--- config.mk ---
export PLATFORM = sky130hd
export DESIGN_NAME = wide_add_sequencer
export DESIGN_NICKNAME = d
export VERILOG_FILES = /design/src/rtl/wide_add_pkg.sv /design/src/rtl/wide_add_sequencer_carry_select_adder.sv /design/src/rtl/wide_add_sequencer.sv
export SDC_FILE = /design/constraint.sdc
export NUM_CORES = 1
export LEC_CHECK = 0
export CAP_MARGIN = 20
export CORE_ASPECT_RATIO = 2
export CORE_MARGIN = 2
export CORE_UTILIZATION = 45
export CTS_BUF_LIST = sky130_fd_sc_hd__clkbuf_8
export CTS_CLUSTER_DIAMETER = 120
export CTS_CLUSTER_SIZE = 8
export DETAILED_ROUTE_END_ITERATION = 12
export GPL_TIMING_DRIVEN = 0
export PLACE_DENSITY = 0.83
export SLEW_MARGIN = 15
export SYNTH_ARGS = -nofsm -noshare
export SYNTH_HDL_FRONTEND = slang
export SYNTH_HIERARCHICAL = 1
export SYNTH_SLANG_ARGS = --single-unit
--- constraint.sdc ---
create_clock -name clk -period 3.8 [get_ports clk]
set_clock_uncertainty 0.15 [all_clocks]
set_input_delay 0.76 -clock clk [delete_from_list [all_inputs] [get_ports clk]]
set_output_delay 0.76 -clock clk [all_outputs]
set_load 0.02 [all_outputs]
--- src/rtl/wide_add_pkg.sv ---
// wide_add_pkg
// Shared definitions for the wide_add_sequencer slice:
//   LIMB_W           - width of one adder limb (the width of carry_select_adder)
//   wide_add_state_t - sequencer FSM state encoding (IDLE, RUN, DONE)
package wide_add_pkg;

    localparam int LIMB_W = 16;

    typedef enum logic [1:0] {
        IDLE = 2'd0,
        RUN  = 2'd1,
        DONE = 2'd2
    } wide_add_state_t;

endpackage

--- src/rtl/wide_add_sequencer_carry_select_adder.sv ---
// carry_select_adder
// Purely combinational LIMB_W-bit adder. The upper half is computed for both
// possible carries from the lower half and the real one selects the result.
// Ports:
//   A, B  in  LIMB_W  addends
//   cin   in  1       carry in
//   S     out LIMB_W  sum
//   cout  out 1       carry out
module carry_select_adder
    import wide_add_pkg::*;
(
    input  logic [LIMB_W-1:0] A,
    input  logic [LIMB_W-1:0] B,
    input  logic              cin,
    output logic [LIMB_W-1:0] S,
    output logic              cout
);

    localparam int H = LIMB_W / 2;

    logic [H:0] w_lo;
    logic [H:0] w_hi0;
    logic [H:0] w_hi1;
    logic [H:0] w_hi;

    assign w_lo  = {1'b0, A[H-1:0]} + {1'b0, B[H-1:0]} + {{H{1'b0}}, cin};
    assign w_hi0 = {1'b0, A[LIMB_W-1:H]} + {1'b0, B[LIMB_W-1:H]};
    assign w_hi1 = {1'b0, A[LIMB_W-1:H]} + {1'b0, B[LIMB_W-1:H]} + {{H{1'b0}}, 1'b1};

    // Both upper-half sums are ready in parallel with the lower half; the
    // lower carry only drives a mux.
    assign w_hi = w_lo[H] ? w_hi1 : w_hi0;
    assign S    = {w_hi[H-1:0], w_lo[H-1:0]};
    assign cout = w_hi[H];

endmodule

--- src/rtl/wide_add_sequencer.sv ---
// wide_add_sequencer
// Adds two 16*WORDS-bit operands by stepping a single 16-bit
// carry_select_adder over the limbs, least-significant first, with the carry
// held in a register between limbs.
// Optional feature macro: WIDE_ADD_SUB_EN adds the in_sub port (A - B).
// Ports:
//   clk        in   1         clock, rising edge
//   rst_n      in   1         asynchronous active-low reset
//   in_valid   in   1         operation offered
//   in_ready   out  1         idle, can accept (state decode only)
//   in_a/in_b  in   16*WORDS  operands
//   in_cin     in   1         carry into limb 0
//   in_sub     in   1         subtract select (WIDE_ADD_SUB_EN only)
//   out_valid  out  1         result held (state decode only)
//   out_ready  in   1         consumer takes the result
//   out_sum    out  16*WORDS  result
//   out_cout   out  1         carry out of the top limb
module wide_add_sequencer
    import wide_add_pkg::*;
#(
    parameter int WORDS = 4
) (
    input  logic                    clk,
    input  logic                    rst_n,
    input  logic                    in_valid,
    output logic                    in_ready,
    input  logic [LIMB_W*WORDS-1:0] in_a,
    input  logic [LIMB_W*WORDS-1:0] in_b,
    input  logic                    in_cin,
`ifdef WIDE_ADD_SUB_EN
    input  logic                    in_sub,
`endif
    output logic                    out_valid,
    input  logic                    out_ready,
    output logic [LIMB_W*WORDS-1:0] out_sum,
    output logic                    out_cout
);

    localparam int                IDX_W    = $clog2(WORDS);
    localparam logic [IDX_W-1:0] LAST_IDX = IDX_W'(WORDS - 1);

    wide_add_state_t                r_state;
    logic [WORDS-1:0][LIMB_W-1:0]   r_a;
    logic [WORDS-1:0][LIMB_W-1:0]   r_b;
    logic [WORDS-1:0][LIMB_W-1:0]   r_sum;
    logic                           r_cout;
    logic                           r_carry;
    logic [IDX_W-1:0]               r_idx;
`ifdef WIDE_ADD_SUB_EN
    logic                           r_sub;
`endif

    logic [LIMB_W-1:0] w_a_limb;
    logic [LIMB_W-1:0] w_b_limb;
    logic [LIMB_W-1:0] w_s_limb;
    logic              w_cout;
    logic              w_cin_init;

    assign w_a_limb = r_a[r_idx];
`ifdef WIDE_ADD_SUB_EN
    // Two's-complement subtract: invert B limbs and seed the carry with 1.
    assign w_b_limb   = r_b[r_idx] ^ {LIMB_W{r_sub}};
    assign w_cin_init = in_sub ? 1'b1 : in_cin;
`else
    assign w_b_limb   = r_b[r_idx];
    assign w_cin_init = in_cin;
`endif

    carry_select_adder u_adder (
        .A    (w_a_limb),
        .B    (w_b_limb),
        .cin  (r_carry),
        .S    (w_s_limb),
        .cout (w_cout)
    );

    always_ff @(posedge clk or negedge rst_n) begin
        if (!rst_n) begin
            r_state <= IDLE;
            r_a     <= '0;
            r_b     <= '0;
            r_sum   <= '0;
            r_cout  <= 1'b0;
            r_carry <= 1'b0;
            r_idx   <= '0;
`ifdef WIDE_ADD_SUB_EN
            r_sub   <= 1'b0;
`endif
        end else begin
            case (r_state)
                IDLE: begin
                    // in_ready is high throughout IDLE, so in_valid alone
                    // completes the handshake.
                    if (in_valid) begin
                        r_a     <= in_a;
                        r_b     <= in_b;
                        r_carry <= w_cin_init;
                        r_idx   <= '0;
`ifdef WIDE_ADD_SUB_EN
                        r_sub   <= in_sub;
`endif
                        r_state <= RUN;
                    end
                end
                RUN: begin
                    r_sum[r_idx] <= w_s_limb;
                    r_carry      <= w_cout;
                    if (r_idx == LAST_IDX) begin
                        // Index parks on the top limb rather than wrapping.
                        r_cout  <= w_cout;
                        r_state <= DONE;
                    end else begin
                        r_idx <= r_idx + 1'b1;
                    end
                end
                DONE: begin
                    if (out_ready) begin
                        r_state <= IDLE;
                    end
                end
                default: r_state <= IDLE;
            endcase
        end
    end

    // Handshake outputs depend on state only.
    assign in_ready  = (r_state == IDLE);
    assign out_valid = (r_state == DONE);
    assign out_sum   = r_sum;
    assign out_cout  = r_cout;

endmodule
==> impl_metrics.yaml <==
synth:
  syn_area_mm2: 0.00904
  syn-mean-instance-area_um2: 15.6
  ys_seq_area_share_pct: 54.8
  synth-main-ff-cell: "dfrtp_1"
  synthTopCellsByArea: "dfrtp_1 55%, mux2_2 19%, mux4_2 8.0%"
  yosys.area.top_type: "dfrtp_1"
  synth_seq_cells: 198
  syn_nets: 734
  yosysWarnings: 6
  synth_cell_types: 42
  synthCells: 578
  synth_top_cell_area_share_pct: 54.8
  synth_edf_count: 0
  ys_async_sr_fraction_pct: 100
placed_design:
  pre_cts_ws_ns: -0.690
  dp_hpwl_um: 17400
  gp_congestion: 0.833
  port_buffers: 199
critical_path:
  crit_path_max_fanout: 10
  slowest_delay_ns: 0.55
  path_buf_inv: 2
  crit_chain: "buf_12 > buf_6 > mux4_2 > ha_1 > fa_1 > a211oi_2 > o21ai_0 > nand2_1 > xor2_2 > nor2_1 > nand4_1 > xor2_2 > mux2_2"
  worstSetupPathType: "flip-flop to flip-flop"
  arrival_ns: 3.84
  cp.required_ns: 4.00
  cpMostUsedCell: "xor2_2"
  crit_path_start_kind: "flip-flop"
  cpMaxStageDelayCell: "mux4_2"
  end_kind: "flip-flop"
  cp_top_family: "multiplexers"
global_routing:
  grt.total_usage_pct: 21.9
  antenna_found_initial: 3
  grt_remaining_overflow: 0
  grt_pass1_wl_um: 34700
  grt_pass1_vias: 6294
  grt_max_degree: 103
layout:
  syn2layout_area_growth_pct: 32.9
  drive_above_1_share_pct: 35.3
  fin_util_pct: 60.7
  final_cell_mix: "198 x clkdlybuf4s50_1, 198 x dfrtp_1, 155 x mux2_2, 36 x mux2_1, 32 x mux4_2"
  fin_nets: 968
drt:
  dr.pass1.iters: 4
  vias: 5711
  first_iter_violations: 209
  antenna_left: 0
  finalWirelength_um: 22500
  drt-vias-per-instance: 5.24
  routedWlPerCell_um: 20.6
  drc_errors: 0
floorplan:
  io_pins: 200
  fp.coreArea_mm2: 0.0198
  row_count: 73
  die_h_um: 204
  die_w_um: 104
  die_area_mm2: 0.0213
  start_util_pct: 45.6
cts:
  clk_latency_ns: 0.46
  cts_buffers: 17
  root_buffer: "clkbuf_8"
  htree_num_levels: 4
  clk_pin_slew_ns: 0.11
  ctsLongestPathBuffers: 2
  cts_sinks: 198
  cts_hold_buf: 0
  cts_tree: "yes"
timing:
  setup_viol_count_final: 0
  final-hold-violation-count: 0
  worst_pin_slew_ns: 0.752
  whs_ns: 0.150
  max_slew_margin_pct: 49.9
  max_freq_ghz: 0.275
  layout_setup_ws_ns: 0.160
  finalCriticalPeriod_ns: 3.64
  slew_violations: 0
  setup_tns_ns: 0
  fin_crit_sh_pct: 95.8
worst_hold_path:
  hp-class: "input port to asynchronous set/reset pin"
outcome:
  outcome: "completed"
run:
  drv_cap: 0
worst paths after layout:
| path | startpoint | end | slack, ns | cells past startpoint |
|---|---|---|---|---|
| worst max-delay path | r_idx[0] | out_sum[31] | 0.16 | 13 |
| worst min-delay path | rst_n | r_a[19] | 0.15 | 1 |
| worst max register to register | r_idx[0] | out_sum[31] | 0.16 | 13 |
| worst min register to register | out_sum[26] | out_sum[26] | 0.35 | 1 |
| max in group asynchronous | rst_n | r_b[27] | 2.38 | 2 |
| min in group clk | out_sum[26] | out_sum[26] | 0.35 | 1 |
worst register-to-register path: stages (launching register included):
cell      delay [ns]
dfrtp_1         0.43
buf_12          0.14
buf_6           0.17
mux4_2          0.55
ha_1            0.25
fa_1            0.42
a211oi_2        0.24
o21ai_0         0.19
nand2_1         0.15
xor2_2          0.10
nor2_1          0.10
nand4_1         0.15
xor2_2          0.21
mux2_2          0.28
repair_timing:
action,4_1_cts,5_1_grt
resized for setup,24,12
endpoints found under the setup margin,42,25
pin swaps,1,4
setup buffers,3,12
cells in the mapped netlist (all sizes together) (2+ instances only):
cell	count
nand3	3
a22oi	2
nand2	10
ha	20
fa	3
a211oi	3
o21ai	9
inv	10
mux2	194
nor2	15
nand2b	2
a21o	8
buf	26
xor2	8
dfrtp	198
xnor2	11
mux4	32
a21oi	8
clkbuf	2
stage by stage:
stage	instance area [um^2]	cells
after CTS	11900	1075
after global placement	11400	1039
after detailed placement	11400	1040
final	12000	1090
after global routing	12000	1090
after floorplan	9040	578
area by class of cell:
| class | count | area (um^2) |
|---|---|---|
| fill | 1560 | 7800 |
| sequential | 198 | 4950 |
| multi-input combinational | 342 | 3920 |
| timing repair buffer | 215 | 2140 |
| tap | 262 | 328 |
| clock buffer | 19 | 262 |
| buffer | 28 | 256 |
| clock inverter | 13 | 115 |
| inverter | 10 | 37.5 |
| antenna | 3 | 7.51 |
state kept, by name (all words and copies together), names as in the netlist:
| name | count |
|---|---|
| out_sum | 64 |
| r_a | 64 |
| r_b | 64 |
| r_idx | 2 |
| r_state | 2 |
| out_cout | 1 |
| r_carry | 1 |
layer usage:
| layer | up-vias | part of all wire, % | track usage (%) |
|---|---|---|---|
| met5 | - | 0 | 0 |
| met4 | 0 | 2.6 | 9.70 |
| met3 | 31 | 2.8 | 3.32 |
| met2 | 142 | 60 | 43.1 |
| met1 | 2967 | 35 | 22.4 |
| li1 | 2571 | - | - |
logic make-up (layout without fill, tap and decap cells):
logic type,count (synthesis),count (layout),synth area share [%]
other cells,0,3,0
flops,198,198,54.8
buf+inv,38,285,2.42
fa+ha+maj,23,23,3.43
compound gates,36,36,2.85
simple gates,38,38,2.46
mux,226,226,32.1
xor+xnor,19,19,1.92
Power is not shown: default switching activity piles up to over one toggle a cycle in this logic, so the estimate is an artifact.
